**config.mk**
```make
export PLATFORM = sky130hd
export DESIGN_NAME = uart
export DESIGN_NICKNAME = d
export VERILOG_FILES = /design/src/rtl/gr8bit_uart_pkg.sv /design/src/rtl/uart_bit_timer.sv /design/src/rtl/uart.sv
export SDC_FILE = /design/constraint.sdc
export NUM_CORES = 1
export LEC_CHECK = 0
export CAP_MARGIN = 20
export CORE_MARGIN = 1.5
export CORE_UTILIZATION = 55
export DETAILED_ROUTE_END_ITERATION = 6
export PLACE_DENSITY = 0.78
export SYNTH_ARGS = -nofsm -noshare
export SYNTH_HDL_FRONTEND = slang
export SYNTH_SLANG_ARGS = --single-unit
```
**constraint.sdc**
```tcl
create_clock -name full_clk -period 2.2 [get_ports full_clk]
set_input_delay 0.44 -clock full_clk [delete_from_list [all_inputs] [get_ports full_clk]]
set_output_delay 0.44 -clock full_clk [all_outputs]
set_load 0.01 [all_outputs]
```
**src/rtl/gr8bit_uart_pkg.sv**
```systemverilog
// Shared definitions for the gr8bit 8N1 UART: state encodings, frame
// geometry and the default bit period.
package gr8bit_uart_pkg;

    // Payload bits per frame and the index of the last one.
    localparam int         DATA_BITS = 8;
    localparam logic [2:0] LAST_BIT  = 3'(DATA_BITS - 1);

    // full_clk cycles per serial bit when the parent does not override it.
    localparam logic [7:0] DEFAULT_CLKS_PER_BIT = 8'd8;

    // Receiver states.
    typedef enum logic [1:0] {
        RX_IDLE  = 2'd0,
        RX_START = 2'd1,
        RX_DATA  = 2'd2,
        RX_STOP  = 2'd3
    } rx_state_t;

    // Transmitter states.
    typedef enum logic [1:0] {
        TX_IDLE  = 2'd0,
        TX_START = 2'd1,
        TX_DATA  = 2'd2,
        TX_STOP  = 2'd3
    } tx_state_t;

    // Delay from the detected start edge to the middle of the start bit.
    function automatic logic [7:0] half_bit(input logic [7:0] clks_per_bit);
        return clks_per_bit >> 1;
    endfunction

endpackage

```
**src/rtl/uart_bit_timer.sv**
```systemverilog
// Free-running bit-period counter. 'clear' restarts the period; 'done'
// pulses on the last cycle of each period of 'limit' cycles, after which
// the count wraps to zero on its own.
module uart_bit_timer (
    input  logic       clk,
    input  logic       rst,
    input  logic       clear,
    input  logic [7:0] limit,
    output logic       done
);

    logic [7:0] count;

    // Terminal count; '>=' keeps the timer sane if limit shrinks mid-period.
    assign done = (count >= (limit - 8'd1));

    // Count cycles, restarting on clear or at the terminal count.
    always_ff @(posedge clk) begin
        if (rst) begin
            count <= 8'd0;
        end else if (clear || done) begin
            count <= 8'd0;
        end else begin
            count <= count + 8'd1;
        end
    end

endmodule

```
**src/rtl/uart.sv**
```systemverilog
// 8N1 UART for the gr8bit CPU: independent receiver and transmitter on
// full_clk, with a byte-wide CPU interface qualified by cpu_clk edges.
//
// CPU handshake:
//   - Transmit: a request is taken on a cpu_tick where set_send is 1, was 0
//     on the previous cpu_tick, and the transmitter is idle. Requests made
//     while busy are dropped; holding set_send high sends one byte only.
//   - Receive: get_recv is the valid flag for recv_out. It is set when a
//     frame with a good stop bit completes and cleared by a cpu_tick with
//     set_recv_clear=1. A completing frame beats a simultaneous clear, and
//     a new frame overwrites an unread byte (get_recv stays 1).
module uart
    import gr8bit_uart_pkg::*;
#(
    parameter logic [7:0] CLKS_PER_BIT = DEFAULT_CLKS_PER_BIT
) (
    input  logic       full_clk,
    input  logic       rst,
    input  logic       uart_rx,
    output logic       uart_tx,
    input  logic       cpu_clk,
    input  logic [7:0] send_in,
    input  logic       set_send,
    input  logic       set_recv_clear,
    output logic [7:0] recv_out,
    output logic       get_recv
);

    // ---------------------------------------------------------------
    // CPU phase edge detection
    // ---------------------------------------------------------------
    logic cpu_prev;
    logic cpu_tick;
    logic set_send_prev;

    assign cpu_tick = cpu_clk & ~cpu_prev;

    // Remember the previous cpu_clk sample and the set_send seen at the last tick.
    always_ff @(posedge full_clk) begin
        if (rst) begin
            cpu_prev      <= 1'b0;
            set_send_prev <= 1'b0;
        end else begin
            cpu_prev <= cpu_clk;
            if (cpu_tick) begin
                set_send_prev <= set_send;
            end
        end
    end

    // ---------------------------------------------------------------
    // Receiver
    // ---------------------------------------------------------------
    logic       rx_meta;
    logic       rx_sync;
    rx_state_t  rx_state;
    rx_state_t  rx_next;
    logic [2:0] rx_bit_idx;
    logic [7:0] rx_shift;
    logic [7:0] rx_limit;
    logic       rx_timer_clear;
    logic       rx_timer_done;
    logic       rx_shift_en;
    logic       rx_commit;

    // Two-flop synchronizer; resets to the idle (high) line level.
    always_ff @(posedge full_clk) begin
        if (rst) begin
            rx_meta <= 1'b1;
            rx_sync <= 1'b1;
        end else begin
            rx_meta <= uart_rx;
            rx_sync <= rx_meta;
        end
    end

    uart_bit_timer u_rx_timer (
        .clk   (full_clk),
        .rst   (rst),
        .clear (rx_timer_clear),
        .limit (rx_limit),
        .done  (rx_timer_done)
    );

    // RX next-state: find the start edge, confirm it mid-bit, then sample mid-bit.
    always_comb begin
        rx_next        = rx_state;
        rx_limit       = CLKS_PER_BIT;
        rx_timer_clear = 1'b0;
        rx_shift_en    = 1'b0;
        rx_commit      = 1'b0;
        case (rx_state)
            RX_IDLE: begin
                rx_timer_clear = 1'b1;
                if (!rx_sync) begin
                    rx_next = RX_START;
                end
            end
            RX_START: begin
                rx_limit = half_bit(CLKS_PER_BIT);
                if (rx_timer_done) begin
                    rx_timer_clear = 1'b1;
                    rx_next        = rx_sync ? RX_IDLE : RX_DATA;
                end
            end
            RX_DATA: begin
                if (rx_timer_done) begin
                    rx_timer_clear = 1'b1;
                    rx_shift_en    = 1'b1;
                    if (rx_bit_idx == LAST_BIT) begin
                        rx_next = RX_STOP;
                    end
                end
            end
            RX_STOP: begin
                if (rx_timer_done) begin
                    rx_timer_clear = 1'b1;
                    rx_commit      = rx_sync;
                    rx_next        = RX_IDLE;
                end
            end
            default: begin
                rx_next = RX_IDLE;
            end
        endcase
    end

    // RX state, shift register and the CPU-visible byte/valid flag.
    always_ff @(posedge full_clk) begin
        if (rst) begin
            rx_state   <= RX_IDLE;
            rx_bit_idx <= 3'd0;
            rx_shift   <= 8'h00;
            recv_out   <= 8'h00;
            get_recv   <= 1'b0;
        end else begin
            rx_state <= rx_next;
            if (rx_shift_en) begin
                rx_shift   <= {rx_sync, rx_shift[7:1]};
                rx_bit_idx <= rx_bit_idx + 3'd1;
            end else if (rx_state == RX_IDLE) begin
                rx_bit_idx <= 3'd0;
            end
            if (rx_commit) begin
                recv_out <= rx_shift;
                get_recv <= 1'b1;
            end else if (cpu_tick && set_recv_clear) begin
                get_recv <= 1'b0;
            end
        end
    end

    // ---------------------------------------------------------------
    // Transmitter
    // ---------------------------------------------------------------
    tx_state_t  tx_state;
    tx_state_t  tx_next;
    logic [7:0] tx_shift;
    logic [2:0] tx_bit_idx;
    logic       tx_timer_clear;
    logic       tx_timer_done;
    logic       tx_accept;
    logic       tx_load;
    logic       tx_shift_en;
    logic       tx_line_d;

    assign tx_accept = cpu_tick & set_send & ~set_send_prev & (tx_state == TX_IDLE);

    uart_bit_timer u_tx_timer (
        .clk   (full_clk),
        .rst   (rst),
        .clear (tx_timer_clear),
        .limit (CLKS_PER_BIT),
        .done  (tx_timer_done)
    );

    // TX next-state and next line level; the line itself is registered.
    always_comb begin
        tx_next        = tx_state;
        tx_timer_clear = 1'b0;
        tx_load        = 1'b0;
        tx_shift_en    = 1'b0;
        tx_line_d      = 1'b1;
        case (tx_state)
            TX_IDLE: begin
                tx_timer_clear = 1'b1;
                if (tx_accept) begin
                    tx_load   = 1'b1;
                    tx_line_d = 1'b0;
                    tx_next   = TX_START;
                end
            end
            TX_START: begin
                tx_line_d = 1'b0;
                if (tx_timer_done) begin
                    tx_line_d = tx_shift[0];
                    tx_next   = TX_DATA;
                end
            end
            TX_DATA: begin
                tx_line_d = tx_shift[0];
                if (tx_timer_done) begin
                    tx_shift_en = 1'b1;
                    if (tx_bit_idx == LAST_BIT) begin
                        tx_line_d = 1'b1;
                        tx_next   = TX_STOP;
                    end else begin
                        tx_line_d = tx_shift[1];
                    end
                end
            end
            TX_STOP: begin
                tx_line_d = 1'b1;
                if (tx_timer_done) begin
                    tx_next = TX_IDLE;
                end
            end
            default: begin
                tx_next = TX_IDLE;
            end
        endcase
    end

    // TX state, latched byte and the glitch-free output flop.
    always_ff @(posedge full_clk) begin
        if (rst) begin
            tx_state   <= TX_IDLE;
            tx_shift   <= 8'h00;
            tx_bit_idx <= 3'd0;
            uart_tx    <= 1'b1;
        end else begin
            tx_state <= tx_next;
            uart_tx  <= tx_line_d;
            if (tx_load) begin
                tx_shift   <= send_in;
                tx_bit_idx <= 3'd0;
            end else if (tx_shift_en) begin
                tx_shift   <= {1'b0, tx_shift[7:1]};
                tx_bit_idx <= tx_bit_idx + 3'd1;
            end
        end
    end

endmodule

```
==> results.md <==
- In this run the worst path has a maximum fanout of 6.
- The register bit count reported by yosys is 56.
- The effective utilization at floorplan is 0.593.
- The number of global-route vias before repair is 1425.
- The global-route wire length before repair is 6090 um.
- The wire length per cell after detailed routing is 11.7 um.
- The number of endpoints with negative hold slack in the final report is 0.
- The clock latency at the later pin of the worst-skew pair is 310 ps.
- The DRC violations left is 0.
- The synthesis-to-layout area growth is 19.3%.
- The power density normalized to cell area is 752 nW/um^2.
- STA puts the critical path data required time at 2460 ps.
- The aggregate global-route resource usage is 0.182.
- The x dimension of the die is 66.8 um.
- Setup violations remaining at the end of the flow were counted as 0.
- The run finished with clean final reports.
- The residual antenna-violating net count after detailed routing is 0.
- The worst clock skew is 4.50 ps.
- The static leakage is 0.000998 uW.
- The detailed-route vias per instance is 5.17.
- The first detailed-routing pass ran for 6 iterations.
- VDD sags by at most 0.490 mV.
- The H-tree was split into 2 levels.
- The quantity of I/O buffers inserted on ports is 23.
- The fraction of final layout cells with drive strength greater than 1 is 0.116.
- The number of slew-limit violations in the final report is 0.
- The count of antenna diodes in the layout is 0.
- The clock sink count is 56.
- The number of DRC markers after the initial detailed-route iteration is 99.
- Summed over all failing endpoints, the final setup total negative slack is 0 ps.
- The cell row count is 22.
- In the synthesized netlist, the number of instances is 214.
- The achievable clock frequency is 0.521 GHz.
- The library cell used most frequently in the layout, excluding fill and tap cells, is sky130_fd_sc_hd__dfxtp_1.
- The tree is rooted in a sky130_fd_sc_hd__clkbuf_8.
- The layout filler cell count is 270.
- In this run the cell area of the synthesized design comes to 2240 sq um.
- Synthesis instantiated 38 different standard cells from the library.
- For the pin with the worst max-slew slack, the measured transition is 758 ps.
- The number of hold buffers added after cts is 0.
- The async set-or-reset flop fraction in the synthesized netlist is 0.
- The die is 66.8 um tall.
- The final layout contains routed wiring with a total length of 3510 um.
- In the layout the commonest cells are sky130_fd_sc_hd__dfxtp_1 (56), sky130_fd_sc_hd__nor2_1 (38), sky130_fd_sc_hd__mux2i_1 (28).
- Counting the buffers created by CTS gives 5.
- The buffer count from post-CTS setup fixing is 0.
- STA classifies the critical path endpoint as a register.
- In this run the worst hold path is classified as reg -> reg.
- The worst setup path category is reg -> reg.
- The full die area is 4460 sq um.
- STA puts the critical path data arrival time at 2180 ps.
- The pin count of the biggest net entering global routing is 19.
- The number of gates resized after CTS is 0.
- TritonCTS built the clock tree.
- The congestion estimate from routability-driven global placement came to 0.773.
- The count of boundary I/O pins is 24.
- The area of the core region is 3770 sq um.
- Across all layers, the routed design uses 1547 vias.
- The final layout contains 276 nets.
- The most common flop cell mapped by yosys is sky130_fd_sc_hd__dfxtp_1.
- The average instance in the mapped netlist occupies 10.4 sq um.
- The half-perimeter wire length after placement is 2450 um.
- The final non-filler cell total is 299.
- Counting flops with a built-in enable in the synthesized netlist gives 0.
- Of the available clock period, the critical path in the final layout requires 0.872.
- Setup repair after global routing left no endpoint under its margin.
- The critical path startpoint category is a register.
- The sum of overflow across all layers after global routing is 0.
- The max capacitance violation total is 0.
- Clock-pin slew was measured on the worst setup and hold paths at 100 ps.
- The sequential element share of the synthesized area is 0.501.
- No sink is reached through more buffers than the 2 on the longest clock path.
- The Yosys step of the flow raised 0 warnings.
- The remaining max-slew budget at the tightest pin is 0.492.
- Counting tap cells, the placed design contains a total of 291 instances.
- Counting I/O delays and the setup requirement, the final critical path takes 1920 ps.
- The initial antenna violation count is 0.
-- flip-flops by register name (all words and copies together) (netlist names), named ones only --
name              count
recv_out              8
rx_shift              8
tx_shift              8
u_rx_timer.count      8
u_tx_timer.count      8
rx_bit_idx            3
tx_bit_idx            3
tx_state              2
cpu_prev              1
get_recv              1
rx_meta               1
rx_state              1
rx_sync               1
set_send_prev         1
uart_tx               1
-- power by group --
group	switching, uW	total (uW)	internal [uW]
registers	36.1	1110	1070
logic	171	332	162
clock network	338	567	229
total	545	2010	1460
-- worst max-delay path: stages, from the launching register on --
cell,delay (ps)
sky130_fd_sc_hd__dfxtp_1,340
sky130_fd_sc_hd__inv_1,50
sky130_fd_sc_hd__nor2_1,80
sky130_fd_sc_hd__ha_1,240
sky130_fd_sc_hd__a211oi_2,460
sky130_fd_sc_hd__nand2_2,160
sky130_fd_sc_hd__or3_4,420
sky130_fd_sc_hd__nor2_1,110
-- metal layers --
metal / global-route usage / vias to the layer above / part of all wire
li1: - / 805 / -
met1: 0.234 / 707 / 0.49
met2: 0.276 / 29 / 0.45
met3: 0.0591 / 6 / 0.040
met4: 0.0816 / 0 / 0.018
met5: 0 / - / 0
-- metrics by stage --
stage               power (uW)   util  instance area [sq um]  hold WS [ps]  worst slack, ps
floorplan                 1380      -                   2260           389              376
global route              2120  0.707                   2670           445              141
global placement          1460  0.682                   2570           396              209
CTS                       2020  0.706                   2660           431             72.1
finish                    2010  0.707                   2670           427              281
detailed placement        1460  0.682                   2570           407              127
-- logic make-up after synthesis --
logic type                 Yosys count  synth area share
AOI/OAI and AO/OA                   30            0.0979
DFF                                 56             0.501
and+or+nand+nor                     69             0.162
muxes                               28             0.125
other                                1           0.00168
adders and majority gates           12            0.0671
xor gates and xnor gates             4            0.0157
buffers and inverters               14            0.0285
-- worst paths after layout --
kind | slack, ps | endpoint | from | depth (start not counted)
max | 280 | u_rx_timer.count[2] | rx_state[0] | 7
min | 430 | rx_sync | rx_meta | 1
max reg2reg | 280 | u_rx_timer.count[2] | rx_state[0] | 7
min reg2reg | 430 | rx_sync | rx_meta | 1
-- cells in the mapped netlist, drive strengths merged (2+ instances only) --
cell,n,share of area
dfxtp,56,0.50
nor2,38,0.064
mux2i,28,0.13
ha,12,0.067
a21oi,7,0.016
o2bb2ai,7,0.027
nand2,6,0.011
nand2b,6,0.017
clkbuf,5,0.0084
inv,5,0.0084
buf,4,0.012
nand3,4,0.0090
and3,3,0.0095
o21ai,3,0.0067
a211oi,2,0.0090
a21boi,2,0.0084
a311oi,2,0.0078
a31oi,2,0.0056
nand3b,2,0.0067
nor3,2,0.0045
nor4,2,0.019
o22ai,2,0.0056
or2,2,0.0056
xnor2,2,0.0078
xor2,2,0.0078
-- final cells by class --
class / instances / area [sq um] / area share
multi-input cells: 151 / 1090 / 0.407
inverters: 5 / 18.8 / 0.00704
clock inverters: 3 / 22.5 / 0.00844
well taps: 48 / 60.1 / 0.0225
clock buffers: 5 / 68.8 / 0.0258
flip-flops and latches: 56 / 1120 / 0.420
repair buffers: 31 / 290 / 0.109
Power figures use the tool's default switching activity.
